File: src/rtl/ifetch_unit.sv
// Instruction fetch front-end: owns the PC, fetches one word at a time and queues results for decode.
// Optional IFETCH_MISALIGN_CHECK_EN: misaligned redirect targets raise a sticky flag and halt fetch.
module ifetch_unit #(
  parameter logic [31:0] RESET_PC   = 32'h0000_0000,
  parameter int          FIFO_DEPTH = 2
) (
  input  logic        clk,
  input  logic        reset,
  output logic        imem_req,
  output logic [31:0] imem_addr,
  input  logic        imem_ready,
  input  logic        imem_rvalid,
  input  logic [31:0] imem_rdata,
  input  logic        redirect,
  input  logic [31:0] redirect_pc,
  output logic        instr_valid,
  input  logic        instr_ready,
  output logic [31:0] instr,
  output logic [31:0] instr_pc,
  output logic [6:0]  op,
  output logic [2:0]  funct3,
  output logic        funct7b5,
  output logic        fetch_misaligned
);

  localparam int            AW      = $clog2(FIFO_DEPTH);
  localparam int            CW      = AW + 1;
  localparam logic [CW-1:0] DEPTH_C = CW'(FIFO_DEPTH);

  typedef enum logic [1:0] {S_IDLE, S_FETCH, S_WAIT} state_t;

  state_t        state_q, state_d;
  logic [31:0]   pc_q, pc_d;
  logic [31:0]   req_pc_q, req_pc_d;
  logic          drop_q, drop_d;
  logic [AW-1:0] wr_ptr_q, wr_ptr_d, rd_ptr_q, rd_ptr_d;
  logic [CW-1:0] count_q, count_d, fill;
  logic [31:0]   fifo_instr_q [FIFO_DEPTH];
  logic [31:0]   fifo_pc_q    [FIFO_DEPTH];

  logic        accept, push, pop, flush;
  logic        blocked, blocked_next;
  logic [31:0] target;

`ifdef IFETCH_MISALIGN_CHECK_EN
  logic mis_q, mis_d;
  assign target           = redirect_pc;
  assign mis_d            = mis_q | (redirect & (redirect_pc[1:0] != 2'b00));
  assign blocked          = mis_q;
  assign blocked_next     = mis_d;
  assign fetch_misaligned = mis_q;
`else
  assign target           = redirect_pc & 32'hFFFF_FFFC;
  assign blocked          = 1'b0;
  assign blocked_next     = 1'b0;
  assign fetch_misaligned = 1'b0;
`endif

  assign imem_req    = (state_q == S_FETCH);
  assign imem_addr   = pc_q;
  assign accept      = imem_req & imem_ready;
  assign instr_valid = (count_q != '0);
  assign instr       = fifo_instr_q[rd_ptr_q];
  assign instr_pc    = fifo_pc_q[rd_ptr_q];
  assign op          = instr[6:0];
  assign funct3      = instr[14:12];
  assign funct7b5    = instr[30];

  always_comb begin
    state_d  = state_q;
    pc_d     = pc_q;
    req_pc_d = req_pc_q;
    drop_d   = drop_q;
    push     = 1'b0;
    pop      = instr_valid & instr_ready;
    flush    = 1'b0;
    fill     = count_q;

    case (state_q)
      S_IDLE: begin
        if (!blocked && count_q < DEPTH_C) state_d = S_FETCH;
      end
      S_FETCH: begin
        if (accept) begin
          req_pc_d = pc_q;
          pc_d     = pc_q + 32'd4;
          state_d  = S_WAIT;
        end
      end
      S_WAIT: begin
        if (imem_rvalid) begin
          if (drop_q) drop_d = 1'b0;
          else        push   = 1'b1;
          fill    = count_q + CW'(push) - CW'(pop);
          state_d = (!blocked && fill < DEPTH_C) ? S_FETCH : S_IDLE;
        end
      end
      default: state_d = S_IDLE;
    endcase

    // A response landing in the redirect cycle completes the old request, so nothing is left to drop.
    if (redirect) begin
      pc_d  = target;
      flush = 1'b1;
      push  = 1'b0;
      pop   = 1'b0;
      if (accept || (state_q == S_WAIT && !imem_rvalid)) begin
        drop_d  = 1'b1;
        state_d = S_WAIT;
      end else begin
        drop_d  = 1'b0;
        state_d = blocked_next ? S_IDLE : S_FETCH;
      end
    end

    if (flush) begin
      count_d  = '0;
      wr_ptr_d = '0;
      rd_ptr_d = '0;
    end else begin
      count_d  = count_q + CW'(push) - CW'(pop);
      wr_ptr_d = wr_ptr_q + AW'(push);
      rd_ptr_d = rd_ptr_q + AW'(pop);
    end
  end

  always_ff @(posedge clk) begin
    if (reset) begin
      state_q  <= S_IDLE;
      pc_q     <= RESET_PC;
      req_pc_q <= '0;
      drop_q   <= 1'b0;
      wr_ptr_q <= '0;
      rd_ptr_q <= '0;
      count_q  <= '0;
      for (int i = 0; i < FIFO_DEPTH; i++) begin
        fifo_instr_q[i] <= '0;
        fifo_pc_q[i]    <= '0;
      end
`ifdef IFETCH_MISALIGN_CHECK_EN
      mis_q    <= 1'b0;
`endif
    end else begin
      state_q  <= state_d;
      pc_q     <= pc_d;
      req_pc_q <= req_pc_d;
      drop_q   <= drop_d;
      wr_ptr_q <= wr_ptr_d;
      rd_ptr_q <= rd_ptr_d;
      count_q  <= count_d;
      if (push) begin
        fifo_instr_q[wr_ptr_q] <= imem_rdata;
        fifo_pc_q[wr_ptr_q]    <= req_pc_q;
      end
`ifdef IFETCH_MISALIGN_CHECK_EN
      mis_q    <= mis_d;
`endif
    end
  end

endmodule

File: config.mk
export PLATFORM = sky130hd
export DESIGN_NAME = ifetch_unit
export DESIGN_NICKNAME = d
export VERILOG_FILES = /design/src/rtl/ifetch_unit.sv
export SDC_FILE = /design/constraint.sdc
export NUM_CORES = 1
export LEC_CHECK = 0
export CORE_MARGIN = 1
export CORE_UTILIZATION = 35
export DETAILED_ROUTE_END_ITERATION = 16
export SYNTH_ARGS = -nofsm -noshare
export SYNTH_HDL_FRONTEND = slang
export SYNTH_SLANG_ARGS = --single-unit
File: constraint.sdc
create_clock -name clk -period 8.7 [get_ports clk]
set_input_delay 2.61 -clock clk [delete_from_list [all_inputs] [get_ports clk]]
set_output_delay 2.61 -clock clk [all_outputs]
set_load 0.03 [all_outputs]
==> results by group, run 1 <==
Critical path
  – Reg2Reg Depth: 4
  – FF-to-FF Start: state_q[1]$_SDFFE_PP0P_
  – Worst setup EP type: register
  – CP peak stage delay: 0.62 ns
  – Most used cell along the critical path: buf_4
  – Arr. time, crit path: 5.24 ns
  – Crit path kind: primary input to register
  – Critical R2R Capture: fifo_instr_q[0][5]$_SDFFCE_PN0P_
  – Startpoint Class: primary input
  – R2R setup slack: 5.80 ns
  – Max FO, Critical Path: 42
  – CP max-delay cell: o21bai_4
  – Worst-path cell chain: clkdlybuf4s50_1 > buf_4 > nor4b_1 > nand2_1 > o21bai_4 > buf_4
  – Worst EP required: 8.75 ns

Layout
  – Inserted Diodes: 0
  – Most frequent cells in the layout: clkdlybuf4s50_1 (171), and2_1 (126), edfxtp_1 (124), nand2_1 (76), dfxtp_1 (66)
  – Commonest non-fill, non-tap cell in the layout: clkdlybuf4s50_1
  – Layout Cells excl Fill: 1206
  – Fin area: 11000 µm²
  – Number of filler cells placed in the layout: 2219
  – Register area: 5070 µm²
  – Final net count: 948
  – Share of layout cells above drive strength 1: 12.1%
  – Multi-input gate area: 3160 µm²
  – Synth-to-Final Area Change: 28.9%

Timing
  – Fmax: 193 MHz
  – Final hold slack: 0.461 ns
  – Period utilization: 59.5%
  – Min cycle time layout: 5.18 ns
  – RSZ-0062 raised after global routing: false
  – TNS Setup: 0 ns
  – Slew Limit Fails: 0
  – Max-slew headroom: 23.0%
  – Clock skew: 0.0159 ns
  – Worst slew pin tran: 1.15 ns
  – Fin worst setup slack: 3.52 ns
  – Final Hold Fails: 0
  – Finish-stage setup viols: 0

Status
  – Status: finished, final reports clean

Synth
  – Post-synth top area cell: edfxtp_1
  – Synthesized cell area: 8530 µm²
  – Post-synth top area share: 43.6%
  – Post-synth top flop: edfxtp_1
  – Syn. warnings: 0
  – Flops & latches, synth: 191
  – Share of the yosys chip area belonging to registers: 59.3%
  – Area contributors post-synth: edfxtp_1 (44%), dfxtp_1 (16%), and2_1 (9.2%)
  – Asr flop ratio synth: 0%
  – Syn avg cell area: 11.5 µm²
  – Post-Synthesis Cells: 739
  – Post-synth EDFFs: 124
  – Cell variety after synth: 42

Global routing
  – All-layer global routing usage: 15.3%
  – Largest net degree at the start of global routing: 72
  – Initial antenna violation count: 0
  – Overflow after GRT: 0
  – Global-route wire length before repair: 29400 µm
  – Vias in the first global route: 5581

Route
  – DR pass1 iterations: 4
  – Via count: 5822
  – DRC Markers: 0
  – Vias per cell: 4.83
  – Drt initial violations: 271
  – DRT antenna net count: 0
  – Final wirelength: 18800 µm
  – Average wire per standard cell: 15.6 µm

Floorplan
  – Die X: 158 µm
  – Ports: 180
  – Initial Utilization: 36.0%
  – CORE AREA: 23700 µm²
  – Die Area: 25000 µm²
  – Site Rows: 56
  – Die Ht: 158 µm

Pwr
  – Worst IR Drop VDD: 0.0000972 V
  – Pwr dens: 179 nW/µm²
  – P_leak: 3.89 nW

Min path
  – Hold path cells: 2
  – Hold_sp: req_pc_q[20]$_SDFFE_PP0P_
  – Hold endpoint: req_pc_q[20]$_SDFFE_PP0P_
  – Worst min path class: register to register

Placement
  – Gp weighted congestion: 0.746
  – Inst Count DP: 1174
  – IO Port Bufs: 172
  – Placed inst area: 10400 µm²
  – Setup WS pre-CTS: 3.03 ns
  – Hpwl dp: 11600 µm

Clock tree
  – Htree depth: 4
  – CTS tree: done
  – Root Driver: clkbuf_16
  – Clock transition at path regs: 0.06 ns
  – Post-CTS Setup Repair Bufs: 0
  – Resize count post-CTS: 0
  – CTS Buf Count: 17
  – Hold_buf cts: 0
  – Worst-skew pair later-pin latency: 0.43 ns
  – Clock Sinks: 191
  – Clk buf depth: 2

Flow run
  – Maxcap violations: 0
[cells in the mapped netlist, types with 3 or more instances]
master	n
or3_1	5
and2_1	126
and4_1	5
nand4_1	7
nor2_1	31
a21oi_1	35
clkbuf_1	46
dfxtp_1	67
nor2b_1	3
ha_1	4
xor2_1	3
nand2_1	76
nand3_1	6
nor3_1	10
o21ai_0	9
a311oi_1	17
xnor2_1	11
mux2_2	62
buf_4	16
inv_1	12
nor4_1	5
buf_1	3
edfxtp_1	124
a211oi_1	8
o31ai_1	11
or4_1	13
nor3b_1	3
[metal layers]
metal / share of wire (%) / wire (µm) / up-vias / track usage (%)
met1: 47 / 8870 / 2790 / 19.7
met2: 47 / 8760 / 135 / 25.4
met4: 0.87 / 164 / 0 / 4.53
li1: - / - / 2886 / -
met3: 5.2 / 969 / 11 / 3.86
met5: 0 / 0 / - / 0
[area by class of cell]
type,instances,area share [%]
timing repair buffer,179,16.1
sequential,191,46.1
clock inverter,10,0.865
tap,319,3.63
multi-input combinational,473,28.7
clock buffer,22,4.22
inverter,12,0.410
[where the power goes]
part / switching [mW] / internal (mW)
Clock: 0.341 / 0.402
Sequential: 0.0270 / 0.998
Combinational: 0.113 / 0.0911
[logic make-up after synthesis]
family	share of synthesized area, %
mux	8.18
other cells	0.0439
fa+ha+maj	0.586
flops	59.3
xor+xnor	1.44
compound gates	7.10
buf+inv	4.21
simple gates	19.1
[critical path, delay by kind of cell]
kind            cells  cell delay [ns]
compound gates      1             0.62
buf+inv             3             1.21
simple gates        2             0.74
[sequential cells by signal, indices dropped and copies added, names as in the netlist]
name          flops
fifo_pc_q        60
state_q           2
drop_q            1
imem_addr        30
wr_ptr_q          1
fifo_instr_q     64
req_pc_q         30
rd_ptr_q          1
count_q           2
[metrics by stage]
| stage | power (mW) | util [%] |
|---|---|---|
| 2_1_floorplan | 1.15 | - |
| 3_3_place_gp | 1.25 | 44.1 |
| 3_5_place_dp | 1.25 | 44.1 |
| 4_1_cts | 1.99 | 46.4 |
| 5_1_grt | 2.05 | 46.4 |
| 6_report | 1.97 | 46.4 |
[worst max path at each step]
stage | start | endpoint | slack [ns] | cells past startpoint
6_report | redirect | fifo_instr_q[0][5]$_SDFFCE_PN0P_ | 3.52 | 6
5_1_grt | redirect | fifo_instr_q[0][10]$_SDFFCE_PN0P_ | 3.28 | 6
4_1_cts | redirect | fifo_instr_q[0][5]$_SDFFCE_PN0P_ | 3.48 | 6
3_5_place_dp | redirect | fifo_instr_q[0][4]$_SDFFCE_PN0P_ | 3.03 | 6
3_3_place_gp | redirect | fifo_instr_q[0][4]$_SDFFCE_PN0P_ | 3.07 | 6
2_1_floorplan | redirect | fifo_instr_q[0][0]$_SDFFCE_PN0P_ | 2.01 | 4
Power figures use the tool's default switching activity.
==> run 2, diff against run 1 <==
==> constraint.sdc (replaced) <==
create_clock -name clk -period 5.4 [get_ports clk]
set_input_delay 1.62 -clock clk [delete_from_list [all_inputs] [get_ports clk]]
set_output_delay 1.62 -clock clk [all_outputs]
set_load 0.03 [all_outputs]
==> results by group, run 2 (synthesized netlist as in run 1, its figures left out) <==
Floorplan
  – Initial Utilization: 36.0% (unchanged)
  – Die X: 158 µm (unchanged)
  – Site Rows: 56 (unchanged)
  – Ports: 180 (unchanged)
  – Die Area: 25000 µm² (unchanged)
  – Die Ht: 158 µm (unchanged)
  – CORE AREA: 23700 µm² (unchanged)

Layout
  – Share of layout cells above drive strength 1: 12.8% (was 12.1%)
  – Max FFs per register: 64 (unchanged)
  – Layout Cells excl Fill: 1213 (was 1206)
  – Final net count: 954 (was 948)
  – Synth-to-Final Area Change: 29.6% (was 28.9%)
  – Commonest non-fill, non-tap cell in the layout: clkdlybuf4s50_1 (unchanged)
  – Largest registers: fifo_instr_q: 64 flops, fifo_pc_q: 60 flops (unchanged)
  – Most frequent cells in the layout: clkdlybuf4s50_1 (171), and2_1 (126), edfxtp_1 (124), nand2_1 (76), dfxtp_1 (66) (unchanged)
  – Top reg by flops: fifo_instr_q (unchanged)

Timing
  – Worst slew pin tran: 0.899 ns (was 1.15 ns)
  – Fmax: 247 MHz
  – Final Hold Fails: 0 (unchanged)
  – Finish-stage setup viols: 0 (unchanged)
  – Max-slew headroom: 40.1% (was 23.0%)
  – TNS Setup: 0 ns (unchanged)
  – Min cycle time layout: 4.05 ns
  – RSZ-0062 raised after global routing: false (unchanged)
  – Slew Limit Fails: 0 (unchanged)
  – Clock skew: 0.0119 ns (was 0.0159 ns)
  – Period utilization: 75.0%
  – Fin worst setup slack: 1.35 ns (was 3.52 ns)

Min path
  – Worst min path class: register to register (unchanged)
  – Hold path cells: 2 (unchanged)

Critical path
  – Arr. time, crit path: 2.43 ns (was 5.24 ns)
  – Reg2Reg Depth: 4 (unchanged)
  – Crit path kind: register to primary output (was primary input to register)
  – Worst EP required: 3.78 ns (was 8.75 ns)
  – Worst setup EP type: primary output (was register)
  – Max FO, Critical Path: 63 (was 42)
  – Startpoint Class: register (was primary input)

Route
  – DRT antenna net count: 0 (unchanged)
  – Drt initial violations: 303 (was 271)
  – Average wire per standard cell: 15.7 µm (was 15.6 µm)
  – Vias per cell: 4.84 (was 4.83)
  – DR pass1 iterations: 4 (unchanged)
  – DRC Markers: 0 (unchanged)
  – Via count: 5876 (was 5822)
  – Final wirelength: 19000 µm (was 18800 µm)

Pwr
  – Sequential power share: 51.4% (was 52.0%)
  – Pwr dens: 290 nW/µm² (was 179 nW/µm²)
  – Combinational power share: 10.3% (was 10.4%)
  – P_sw: 0.780 mW (was 0.482 mW)
  – Cell internal pwr: 2.43 mW (was 1.49 mW)
  – Clock power share: 38.2% (was 37.7%)
  – Worst IR Drop VDD: 0.000143 V (was 0.0000972 V)
  – Switching share of power: 24.3% (was 24.4%)
  – Total power: 3.21 mW (was 1.97 mW)
  – P_leak: 3.93 nW (was 3.89 nW)

Clock tree
  – Clock transition at path regs: 0.07 ns (was 0.06 ns)
  – Htree depth: 4 (unchanged)
  – CTS Buf Count: 17 (unchanged)
  – Post-CTS Setup Repair Bufs: 0 (unchanged)
  – Hold_buf cts: 0 (unchanged)
  – Clock Sinks: 191 (unchanged)
  – Clk buf depth: 2 (unchanged)
  – Worst-skew pair later-pin latency: 0.42 ns (was 0.43 ns)
  – CTS tree: done (unchanged)
  – Root Driver: clkbuf_16 (unchanged)
  – Resize count post-CTS: 0 (unchanged)

Global routing
  – Vias in the first global route: 5658 (was 5581)
  – Overflow after GRT: 0 (unchanged)
  – Largest net degree at the start of global routing: 67 (was 72)
  – Global-route wire length before repair: 29800 µm (was 29400 µm)
  – All-layer global routing usage: 15.5% (was 15.3%)
  – Initial antenna violation count: 1 (was 0)

Placement
  – Setup WS pre-CTS: 1.14 ns (was 3.03 ns)
  – Inst Count DP: 1180 (was 1174)
  – Gp weighted congestion: 0.757 (was 0.746)
  – Hpwl dp: 12200 µm (was 11600 µm)
  – IO Port Bufs: 172 (unchanged)

Status
  – Status: finished, final reports clean (unchanged)

Flow run
  – Maxcap violations: 0 (unchanged)
## run 2: metal layers
metal	wire length (µm)	share of wire, %	global-route usage, %	up-vias
met3	1070	5.6	3.81	8
met4	127	0.67	3.80	0
met5	0	0	0	-
met2	8740	46	24.9	168
li1	-	-	-	2910
met1	9070	48	20.9	2790
## run 2: worst paths after layout
kind | start | slack, ns | to
min reg2reg | req_pc_q[20]$_SDFFE_PP0P_ | 0.46 | req_pc_q[20]$_SDFFE_PP0P_
max | rd_ptr_q$_SDFF_PP0_ | 1.35 | instr_pc[19]
max reg2reg | state_q[0]$_SDFFE_PP0P_ | 2.84 | imem_addr[28]$_SDFFE_PP0P_
min | req_pc_q[20]$_SDFFE_PP0P_ | 0.46 | req_pc_q[20]$_SDFFE_PP0P_
## run 2: power groups by stage
stage | Clock [mW] | Sequential [mW] | Combinational, mW
finish | 1.23 | 1.65 | 0.332
detailed placement | 0 | 1.68 | 0.335
CTS | 1.26 | 1.65 | 0.336
global placement | 0 | 1.68 | 0.334
floorplan | 0 | 1.70 | 0.160
global route | 1.32 | 1.66 | 0.357
## run 2: worst max-delay path, stage by stage (launching register included)
cell	delay, ns
dfxtp_4	0.94
mux2_2	0.42
clkdlybuf4s50_1	0.64
## run 2: area by class of cell
cell class,count,area [µm²]
antenna,1,2.50
clock inverter,10,91.3
tap,319,399
sequential,191,5070
fill,2199,12600
multi-input combinational,473,3160
inverter,12,45.0
timing repair buffer,185,1810
clock buffer,22,485
## run 2: metrics by stage
stage          hold slack (ns)  instance area (µm²)  utilization, %
3_3_place_gp             0.449                10500            44.3
5_1_grt                  0.484                11100            46.7
4_1_cts                  0.463                11100            46.7
2_1_floorplan            0.440                 8550               -
6_report                 0.459                11100            46.7
3_5_place_dp             0.453                10500            44.3
